$ cat config.mk
export PLATFORM = sky130hd
export DESIGN_NAME = icache_data_fill_ctrl
export DESIGN_NICKNAME = d
export VERILOG_FILES = /design/src/rtl/icache_pkg.sv /design/src/rtl/icache_wmask_gen.sv /design/src/rtl/icache_data_fill_ctrl.sv
export SDC_FILE = /design/constraint.sdc
export NUM_CORES = 1
export LEC_CHECK = 0
export BUFFER_PORTS_ARGS = -buffer_cell sky130_fd_sc_hd__clkbuf_2
export CORE_AREA = 4 4 351 353
export CTS_CLUSTER_SIZE = 30
export DETAILED_ROUTE_END_ITERATION = 10
export DIE_AREA = 0 0 355 357
export SETUP_SLACK_MARGIN = 0.05
export SYNTH_ARGS = -nofsm -noshare
export SYNTH_HDL_FRONTEND = slang
export SYNTH_SLANG_ARGS = --single-unit
$ cat constraint.sdc
create_clock -name clk -period 1.7 [get_ports clk]
set_input_delay 0.34 -clock clk [delete_from_list [all_inputs] [get_ports clk]]
set_output_delay 0.34 -clock clk [all_outputs]
set_load 0.005 [all_outputs]
$ cat src/rtl/icache_pkg.sv
// Shared widths and the refill FSM state type for the icache data-array controller.
package icache_pkg;

   localparam int ICACHE_LINE_WIDTH = 256;
   localparam int ICACHE_BEAT_WIDTH = 64;
   localparam int ICACHE_IDX_WIDTH  = 4;
   localparam int ICACHE_NUM_WMASKS = ICACHE_LINE_WIDTH / 8;

   typedef enum logic [1:0] {
      IDLE,
      COLLECT,
      DRAIN1,
      DRAIN2
   } fill_state_t;

endpackage

$ cat src/rtl/icache_wmask_gen.sv
// Byte write mask for refill beat number beat_cnt: one beat-wide run of ones
// positioned over the bytes that beat occupies within the line.
module icache_wmask_gen #(
   parameter int NUM_WMASKS = 32,
   parameter int BEAT_BYTES = 8,
   parameter int CNT_W      = 2
) (
   input  logic [CNT_W-1:0]      beat_cnt,
   output logic [NUM_WMASKS-1:0] wmask
);

   localparam logic [NUM_WMASKS-1:0] BASE_MASK =
      {{(NUM_WMASKS-BEAT_BYTES){1'b0}}, {BEAT_BYTES{1'b1}}};

   // Shift the base run up by one beat per count.
   always_comb begin
      wmask = BASE_MASK << (32'(beat_cnt) * BEAT_BYTES);
   end

endmodule

$ cat src/rtl/icache_data_fill_ctrl.sv
// Refill writer and CPU line reader for the icache data-array SRAM.
//
//   state   | meaning
//   --------+-----------------------------------------------------------
//   IDLE    | ready for a refill request; latches the line index
//   COLLECT | accepting beats, each one registered as a masked write
//   DRAIN1  | last write being captured by the SRAM
//   DRAIN2  | last write committing; fill_done fires on the way to IDLE
//
// Reads of the line being refilled are held off until the FSM is back in IDLE,
// which is only after the final beat has committed in the array.
module icache_data_fill_ctrl
   import icache_pkg::*;
#(
   parameter int ADDR_WIDTH = ICACHE_IDX_WIDTH,
   parameter int LINE_WIDTH = ICACHE_LINE_WIDTH,
   parameter int BEAT_WIDTH = ICACHE_BEAT_WIDTH,
   parameter int NUM_WMASKS = ICACHE_NUM_WMASKS
) (
   input  logic                  clk,
   input  logic                  rst,
   input  logic                  fill_valid,
   input  logic [ADDR_WIDTH-1:0] fill_idx,
   output logic                  fill_ready,
   input  logic                  beat_valid,
   input  logic [BEAT_WIDTH-1:0] beat_data,
   output logic                  beat_ready,
   output logic                  fill_done,
   input  logic                  rd_valid,
   input  logic [ADDR_WIDTH-1:0] rd_idx,
   output logic                  rd_ready,
   output logic                  rd_resp_valid,
   output logic [LINE_WIDTH-1:0] rd_resp_data,
   output logic                  sram_csb0,
   output logic                  sram_web0,
   output logic [NUM_WMASKS-1:0] sram_wmask0,
   output logic [ADDR_WIDTH-1:0] sram_addr0,
   output logic [LINE_WIDTH-1:0] sram_din0,
   output logic                  sram_csb1,
   output logic [ADDR_WIDTH-1:0] sram_addr1,
   input  logic [LINE_WIDTH-1:0] sram_dout1
);

   localparam int BEATS = LINE_WIDTH / BEAT_WIDTH;
   localparam int CNT_W = $clog2(BEATS);
   localparam logic [CNT_W-1:0] LAST_BEAT = CNT_W'(BEATS - 1);

   fill_state_t           state_q, state_d;
   logic [ADDR_WIDTH-1:0] fill_idx_q, fill_idx_d;
   logic [CNT_W-1:0]      beat_cnt_q, beat_cnt_d;
   logic                  csb0_q, csb0_d;
   logic                  web0_q, web0_d;
   logic [NUM_WMASKS-1:0] wmask0_q, wmask0_d;
   logic [ADDR_WIDTH-1:0] addr0_q, addr0_d;
   logic [LINE_WIDTH-1:0] din0_q, din0_d;
   logic                  fill_done_q, fill_done_d;
   logic                  rd_resp_valid_q, rd_resp_valid_d;
   logic [NUM_WMASKS-1:0] beat_wmask;
   logic                  rd_accept;

   icache_wmask_gen #(
      .NUM_WMASKS (NUM_WMASKS),
      .BEAT_BYTES (BEAT_WIDTH / 8),
      .CNT_W      (CNT_W)
   ) u_wmask_gen (
      .beat_cnt (beat_cnt_q),
      .wmask    (beat_wmask)
   );

   // State, beat counter, port-0 drive and response flops.
   always_ff @(posedge clk) begin
      if (rst) begin
         state_q         <= IDLE;
         fill_idx_q      <= '0;
         beat_cnt_q      <= '0;
         csb0_q          <= 1'b1;
         web0_q          <= 1'b1;
         wmask0_q        <= '0;
         addr0_q         <= '0;
         din0_q          <= '0;
         fill_done_q     <= 1'b0;
         rd_resp_valid_q <= 1'b0;
      end else begin
         state_q         <= state_d;
         fill_idx_q      <= fill_idx_d;
         beat_cnt_q      <= beat_cnt_d;
         csb0_q          <= csb0_d;
         web0_q          <= web0_d;
         wmask0_q        <= wmask0_d;
         addr0_q         <= addr0_d;
         din0_q          <= din0_d;
         fill_done_q     <= fill_done_d;
         rd_resp_valid_q <= rd_resp_valid_d;
      end
   end

   // Refill sequencing: next state, handshakes and the next port-0 write.
   always_comb begin
      state_d     = state_q;
      fill_idx_d  = fill_idx_q;
      beat_cnt_d  = beat_cnt_q;
      csb0_d      = 1'b1;
      web0_d      = 1'b1;
      wmask0_d    = wmask0_q;
      addr0_d     = addr0_q;
      din0_d      = din0_q;
      fill_done_d = 1'b0;
      fill_ready  = 1'b0;
      beat_ready  = 1'b0;
      case (state_q)
         IDLE: begin
            fill_ready = 1'b1;
            beat_cnt_d = '0;
            if (fill_valid) begin
               fill_idx_d = fill_idx;
               state_d    = COLLECT;
            end
         end
         COLLECT: begin
            beat_ready = 1'b1;
            if (beat_valid) begin
               csb0_d     = 1'b0;
               web0_d     = 1'b0;
               addr0_d    = fill_idx_q;
               wmask0_d   = beat_wmask;
               din0_d     = {BEATS{beat_data}};
               beat_cnt_d = beat_cnt_q + CNT_W'(1);
               if (beat_cnt_q == LAST_BEAT) begin
                  state_d = DRAIN1;
               end
            end
         end
         DRAIN1: begin
            state_d = DRAIN2;
         end
         DRAIN2: begin
            state_d     = IDLE;
            fill_done_d = 1'b1;
         end
         default: begin
            state_d = IDLE;
         end
      endcase
   end

   // Read port: stall only the line under refill; address passes straight through.
   always_comb begin
      rd_ready        = !((state_q != IDLE) && (rd_idx == fill_idx_q));
      rd_accept       = rd_valid && rd_ready;
      sram_csb1       = !rd_accept;
      sram_addr1      = rd_idx;
      rd_resp_valid_d = rd_accept;
   end

   assign fill_done     = fill_done_q;
   assign rd_resp_valid = rd_resp_valid_q;
   assign rd_resp_data  = rd_resp_valid_q ? sram_dout1 : '0;
   assign sram_csb0     = csb0_q;
   assign sram_web0     = web0_q;
   assign sram_wmask0   = wmask0_q;
   assign sram_addr0    = addr0_q;
   assign sram_din0     = din0_q;

endmodule
# == Yosys cells after proc, flatten, opt, wreduce, memory -nomap -nowiden ==
# Cells that the tools add are included.
# W data, S select, Z words.
# totals
out_inout_bits,560
ff_bits,303
in_bits,333
# classes
n_eq_ne,8
bitwise_logic,1
n_mux,11
n_shift,1
addsub,1
n_reduce_logical,12
# ops
cell,n
$mux W256,1
$shl A8 B5 Y32 const A,1
$mux W2,4
$pmux W2 S4,1
$eq A2 B2 Y1 const B,3
$ne A2 B2 Y1 const B,3
$reduce_and A2 Y1,3
$eq A4 B4 Y1,1
$mux W1,4
$pmux W2 S2,1
$reduce_bool A2 Y1,2
$reduce_and A3 Y1,1
$add A2 B1 Y2 const B,1
$eq A2 B1 Y1 const B,1
$logic_and A1 B1 Y1,2
$logic_not A1 Y1,2
$logic_not A2 Y1,1
$reduce_or A2 Y1,1
$not A1 Y1,1

# == Logic depth before layout (Yosys ltp) ==
# Gate-level depths: netlist of the first run.
# logic_depth
word_depth,5
mapped_depth,7
mapped_depth_nobuf,5

# == By module ==
# A second synthesis of the first run with hierarchy kept.
# unflattened
cells_unflattened,1006
hier_area_um2,7367.1
# modules_own_cells
module,seq_area_each_um2,cells_each,area_per_inst_um2,instances
icache_data_fill_ctrl,2222.1,974,7130.6,1
icache_wmask_gen,0.0,32,236.5,1

# == Least setup slack after synthesis of the first run ==
# No wires, ideal clock.
# synth_path
kind,reg2out
startpoint,reg state_q[0]
endpoint,out rd_ready
stages_incl_launch_ff,6
arrival_ns,1.216
path_buffers,1
slack_ns,0.144
path_cell_list,dfxtp_1 > inv_1 > ha_1 > buf_2 > nand2b_1 > or2_2
# synth_between
elab_chain_cells,3
# synth_rtl
item,line_no,text
"start, declared",icache_data_fill_ctrl.sv:48,"fill_state_t state_q, state_d;"
"start signal, assigned",icache_data_fill_ctrl.sv:84,state_q <= state_d;
$reduce_bool A2 Y1,icache_data_fill_ctrl.sv:148,rd_ready = !((state_q != IDLE) && (rd_idx == fill_idx_q));
$logic_and A1 B1 Y1,icache_data_fill_ctrl.sv:148,
$logic_not A1 Y1,icache_data_fill_ctrl.sv:148,
"end, declared",icache_data_fill_ctrl.sv:31,"output logic rd_ready,"
# No other way between the ends.

# == Worst setup path after layout of the first run ==
# layout_path
startpoint,reg rd_resp_valid_q (netlist: rd_resp_valid)
endpoint,out rd_resp_data[47]
# layout_between
elab_chain_cells,1
# layout_rtl
item,line_no,text
"start, declared",icache_data_fill_ctrl.sv:57,"logic rd_resp_valid_q, rd_resp_valid_d;"
"start signal, assigned",icache_data_fill_ctrl.sv:93,rd_resp_valid_q <= rd_resp_valid_d;
$mux W256,icache_data_fill_ctrl.sv:157,assign rd_resp_data = rd_resp_valid_q ? sram_dout1 : '0;
"end, declared",icache_data_fill_ctrl.sv:33,"output logic [LINE_WIDTH-1:0] rd_resp_data,"
# No other way between the ends.

==> results of run 1 <==
## per-layer routing
metal / up-vias / track usage / wire length, µm
li1: 3890 / - / -
met1: 3985 / 0.129 / 29600
met2: 598 / 0.195 / 37100
met3: 148 / 0.0199 / 4300
met4: 6 / 0.0186 / 1730
met5: - / 0 / 41
## worst max-delay path, delay by kind of cell, from the launching register on
family                 cells  cell delay [ps]
buffers and inverters      4              590
flip-flops                 1              360
AND/OR/NAND/NOR            1              170
## cells by family after synthesis
kind of cell / count (synthesis) / synth area share
AND/OR/NAND/NOR: 421 / 0.347
buffers and inverters: 283 / 0.305
AO/OA/AOI/OAI: 84 / 0.0677
flip-flops: 83 / 0.257
adder cells (fa/ha/maj): 8 / 0.0155
XOR/XNOR: 4 / 0.00542
multiplexers: 2 / 0.00310
## registers in the layout (all words and copies together) (netlist names)
| signal | cells |
|---|---|
| sram_addr0 | 4 |
| state_q | 2 |
| sram_web0 | 1 |
| sram_din0 | 64 |
| fill_done | 1 |
| rd_resp_valid | 1 |
| fill_idx_q | 4 |
| beat_cnt_q | 2 |
| sram_wmask0 | 4 |
## Yosys cell counts, drive strengths merged
library cell / count
nor2b: 1
a21o: 1
xnor2: 4
inv: 5
dfxtp: 83
a21oi: 78
mux2i: 2
a21bo: 1
buf: 247
o211a: 1
nand2: 151
or2: 1
a22oi: 1
nand3: 6
clkbuf: 31
nor2: 3
a211oi: 1
and2: 257
nand2b: 2
ha: 8
o21ai: 1
## through the flow
| step | cell area (µm²) | setup slack, ps | util |
|---|---|---|---|
| after detailed placement | 11300 | 88.8 | 0.0939 |
| after global placement | 11300 | 99.8 | 0.0939 |
| after floorplan | 6470 | 144 | - |
| after CTS | 12700 | -234 | 0.106 |
| after global routing | 13600 | -225 | 0.114 |
| final | 13700 | -168 | 0.114 |
## how the worst min path moves through the flow
stage                        startpoint  depth (start not counted)             end
after floorplan           sram_addr0[0]                          2   sram_addr0[0]
after global placement    sram_addr0[0]                          2   sram_addr0[0]
after detailed placement  sram_addr0[2]                          2   sram_addr0[2]
after CTS                 beat_data[21]                          3  sram_din0[213]
after global routing      beat_data[22]                          3  sram_din0[214]
final                      beat_data[9]                          3  sram_din0[201]
## where the power goes
part	internal (mW)	switching, mW
Sequential	2.22	0.436
Combinational	2.27	2.29
Clock	1.46	0.974
## repair_timing
item / in CTS / in global routing
setup endpoints to repair: 253 / 259
pin swaps: 3 / 7
setup buffers: 12 / 3
gates resized for setup: 153 / 285
hold endpoints to repair: 0 / 0
cloned: 13 / 9
## area by class of cell
class	instances	area, µm²
Fill cell	14000	106000
Timing Repair Buffer	947	6360
Multi-Input combinational cell	519	3200
Tap cell	1612	2020
Sequential cell	83	1670
Clock buffer	9	225
Clock inverter	7	128
Antenna cell	24	60.1
Inverter	5	18.8
==> flow_metrics.py, run 1 <==
metrics = {
    "synthesis": {
        "synth-seq-cells": 83,
        "synthCells": 885,
        "yosysSeqAreaShare": 0.257,
        "yosysTopAreaCellShare": 0.261,
        "netlist_top_cells_area": "buf_4 26%, dfxtp_1 26%, and2_1 25%",
        "syn_nets": 1226,
        "yosysTopAreaCell": "buf_4",
        "yosys_warnings": 0,
        "synthesis.area_um2": 6470,
        "postSynthAreaPerCell_um2": 7.31,
        "synth_cell_types": 25,
    },
    "cells_and_area": {
        "drive_gt1_frac": 0.699,
        "nets": 1906,
        "mostFrequentLayoutCells": "752 x clkbuf_2, 150 x nand2_1, 141 x and2_1",
        "final_common_cell": "clkbuf_2",
        "area_growth_pct": 112,
        "stdcell_count": 3206,
    },
    "routing": {
        "wl_per_cell_um": 22.7,
        "route.detailed.drc": 0,
        "vias_per_cell": 2.69,
        "postRouteWirelength_um": 72800,
        "postRouteAntennaNets": 0,
        "dr.pass1.iters": 5,
        "vias": 8627,
        "drt_iter0_markers": 306,
    },
    "power_and_ir_drop": {
        "pwr_density_cell_nw_per_um2": 705,
        "cellLeakagePower_nw": 6.79,
        "power.total_mw": 9.65,
        "vdd_drop_max_mv": 0.874,
    },
    "floorplanning": {
        "ios": 893,
        "dieArea_um2": 127000,
        "row_count": 127,
        "die_w_um": 355,
        "die_h_um": 357,
        "core_um2": 120000,
        "start_util": 0.0540,
    },
    "worst_setup_path": {
        "crit_chain": "buf_12 > buf_12 > clkbuf_16 > and2_4 > buf_8",
        "path_class": "register to output pin",
        "crit_path_start_kind": "register",
        "reg2reg_setup_slack_ps": 270,
        "r2r-start": "state_q[1]",
        "cp.required_ps": 1360,
        "crit_top_cell": "buf_12",
        "cp-end-kind": "output pin",
        "worstPathArrival_ps": 1530,
        "cp-endpoint": "rd_resp_data[47]",
        "cpMaxStageDelayCell": "dfxtp_4",
        "critPathMaxFanout": 7,
        "reg2reg_depth": 7,
        "rr_endpoint": "beat_cnt_q[1]",
        "critPathMaxStageDelay_ps": 360,
        "startpoint": "rd_resp_valid",
    },
    "cts": {
        "cts_sinks": 83,
        "worstSkewPairLatency_ps": 380,
        "cts_max_level": 3,
        "clkTransAtPathRegs_ps": 70,
        "cts_tree": "done",
        "cts-root-buf": "clkbuf_16",
        "cts_buffers": 9,
        "postCtsHoldBufs": 0,
        "clock_path_buffers": 2,
    },
    "place": {
        "dp.cells": 3130,
        "portBuffers": 892,
        "dp_hpwl_um": 64400,
        "globalplace.congestion": 0.829,
    },
    "sta": {
        "finalSetupTns_ps": -20650,
        "fmax_ghz": 0.535,
        "final-hold-violation-count": 0,
        "period_share": 1.10,
        "finalCriticalPeriod_ps": 1870,
        "max_slew_margin": 0.660,
        "skew_ps": 7.77,
        "drv_slew": 0,
        "setup_viol": 231,
        "worst_hold_slack_ps": 165,
        "rsz0062_at_grt": "yes",
        "fin_ws_ps": -168,
        "tightestPinTransition_ps": 509,
    },
    "grt": {
        "grt_pass1_wl_um": 86200,
        "antenna_found_initial": 85,
        "grt.total_usage": 0.106,
        "grt_overflow_total": 0,
        "first_global_vias": 8054,
        "grt_max_degree": 46,
    },
    "min_path": {
        "hold_path_class": "input port to register",
    },
    "job": {
        "max-cap-violations": 0,
    },
    "status": {
        "violations": "negative setup slack",
        "status": "complete, but fails checks",
    },
}
Power figures use the tool's default switching activity.
==> inputs of run 2 (changes only) <==
--- a/config.mk
+++ b/config.mk
@@ -10,6 +10,7 @@
 export CTS_CLUSTER_SIZE = 30
 export DETAILED_ROUTE_END_ITERATION = 10
 export DIE_AREA = 0 0 355 357
+export MAX_ROUTING_LAYER = met4
 export SETUP_SLACK_MARGIN = 0.05
 export SYNTH_ARGS = -nofsm -noshare
 export SYNTH_HDL_FRONTEND = slang
==> flow_metrics.py, run 2 (synthesis results as in run 1) <==
metrics = {
    "status": {
        "status": "complete, but fails checks",
        "violations": "negative setup slack",
    },
    "cells_and_area": {
        "mostFrequentLayoutCells": "742 x clkbuf_2, 150 x nand2_1, 129 x and2_4",
        "largest_reg_flops": 64,
        "area_growth_pct": 114,
        "final_common_cell": "clkbuf_2",
        "nets": 1907,
        "fillCellCount": 14000,
        "drive_gt1_frac": 0.708,
        "fin_area_um2": 13900,
    },
    "routing": {
        "drt_iter0_markers": 285,
        "vias_per_cell": 2.71,
        "dr.pass1.iters": 4,
        "postRouteAntennaNets": 0,
        "route.detailed.drc": 0,
        "wl_per_cell_um": 22.8,
        "vias": 8690,
        "postRouteWirelength_um": 73100,
    },
    "floorplanning": {
        "die_h_um": 357,
        "start_util": 0.0540,
        "die_w_um": 355,
        "ios": 893,
        "dieArea_um2": 127000,
        "row_count": 127,
        "core_um2": 120000,
    },
    "cts": {
        "cts-root-buf": "clkbuf_16",
        "clock_path_buffers": 2,
        "cts_tree": "done",
        "postCtsHoldBufs": 0,
        "cts_max_level": 3,
        "worstSkewPairLatency_ps": 380,
        "clkTransAtPathRegs_ps": 70,
        "cts_sinks": 83,
        "cts_buffers": 9,
    },
    "sta": {
        "skew_ps": 7.24,
        "worst_hold_slack_ps": 167,
        "period_share": 1.10,
        "drv_slew": 0,
        "tightestPinTransition_ps": 517,
        "max_slew_margin": 0.655,
        "finalCriticalPeriod_ps": 1860,
        "fin_ws_ps": -162,
        "setup_viol": 238,
        "fmax_ghz": 0.537,
        "final-hold-violation-count": 0,
        "rsz0062_at_grt": "yes",
    },
    "worst_setup_path": {
        "path_class": "register to output pin",
        "worstPathArrival_ps": 1520,
        "cp-end-kind": "output pin",
        "reg2reg_setup_slack_ps": 270,
        "reg2reg_depth": 7,
        "crit_path_start_kind": "register",
        "critPathMaxFanout": 7,
        "cp.required_ps": 1360,
    },
    "power_and_ir_drop": {
        "cellLeakagePower_nw": 6.85,
        "seqPwrFrac": 0.274,
        "swShare": 0.383,
        "power_switching_mw": 3.72,
        "p_clk_frac": 0.250,
        "vdd_drop_max_mv": 0.873,
        "intPower_mw": 5.99,
        "pwr_density_cell_nw_per_um2": 701,
        "combPwrFrac": 0.476,
    },
    "grt": {
        "grt.total_usage": 0.109,
        "antenna_found_initial": 84,
        "grt_max_degree": 46,
        "grt_overflow_total": 0,
        "first_global_vias": 8080,
        "grt_pass1_wl_um": 86100,
    },
    "min_path": {
        "hold_path_class": "input port to register",
        "min_path_cells": 3,
    },
    "place": {
        "portBuffers": 892,
        "placed_cell_area_um2": 11300,
        "dp_hpwl_um": 64400,
        "globalplace.congestion": 0.842,
    },
    "job": {
        "max-cap-violations": 0,
    },
}
-- run 2: cell types whose count changed in the layout (fill, tap and decap cells not counted) --
cell       previous run  this run
buf_6                74        91
and2_1              141       128
and2_4              116       129
clkbuf_2            752       742
buf_2                17        10
buf_8                37        41
clkbuf_8             11         7
diode_2              24        22
clkbuf_16            16        17
xnor2_1               1         0
xnor2_2               3         4
-- run 2: final timing paths --
path | from | end
min reg2reg | sram_addr0[2] | sram_addr0[2]
min | beat_data[9] | sram_din0[201]
max reg2reg | state_q[1] | beat_cnt_q[1]
max | rd_resp_valid | rd_resp_data[47]
-- run 2: power groups by stage --
stage / Combinational [mW] / Clock [mW] / Sequential (mW)
after floorplan: 2.20 / 0 / 2.53
after global placement: 3.74 / 0 / 2.69
after detailed placement: 3.77 / 0 / 2.71
after CTS: 4.32 / 2.57 / 2.66
after global routing: 5.00 / 2.62 / 2.71
final: 4.62 / 2.43 / 2.66
-- run 2: per-layer routing --
metal / vias up / part of all wire / global-route usage
met5: - / 0 / -
met4: 0 / 0.025 / 0.0186
met3: 151 / 0.051 / 0.0182
met2: 611 / 0.51 / 0.195
met1: 4044 / 0.41 / 0.130
li1: 3884 / - / -
-- run 2: what timing repair did --
item                                   in CTS  in global routing
cloned                                     13                 10
endpoints found under the hold margin       0                  0
pin swaps                                   3                 10
setup endpoints to repair                 253                259
resized for setup                         153                323
buffers inserted                           12                  3
-- run 2: final cells by class --
class | count | area (µm²) | share of cell area
clock buffer | 9 | 225 | 0.0163
inverter | 5 | 18.8 | 0.00135
timing repair buffer | 948 | 6500 | 0.469
tap | 1612 | 2020 | 0.146
multi-input combinational | 519 | 3240 | 0.234
sequential | 83 | 1670 | 0.121
antenna | 22 | 55.1 | 0.00397
clock inverter | 7 | 128 | 0.00921
-- run 2: metrics by stage --
stage	setup WS (ps)	utilization	power (mW)	setup TNS (ps)	std cells
2_1_floorplan	144	-	4.73	0	885
3_3_place_gp	99.8	0.0939	6.43	0	3130
3_5_place_dp	88.8	0.0939	6.48	0	3130
4_1_cts	-234	0.106	9.54	-42440	3171
5_1_grt	-225	0.115	10.3	-42370	3191
6_report	-162	0.116	9.71	-20200	3205
-- run 2: critical path: stages (launching register included) --
cell and delay [ps]:
dfxtp_4 360, buf_12 150, buf_12 150, clkbuf_16 170
and2_4 170, buf_8 110
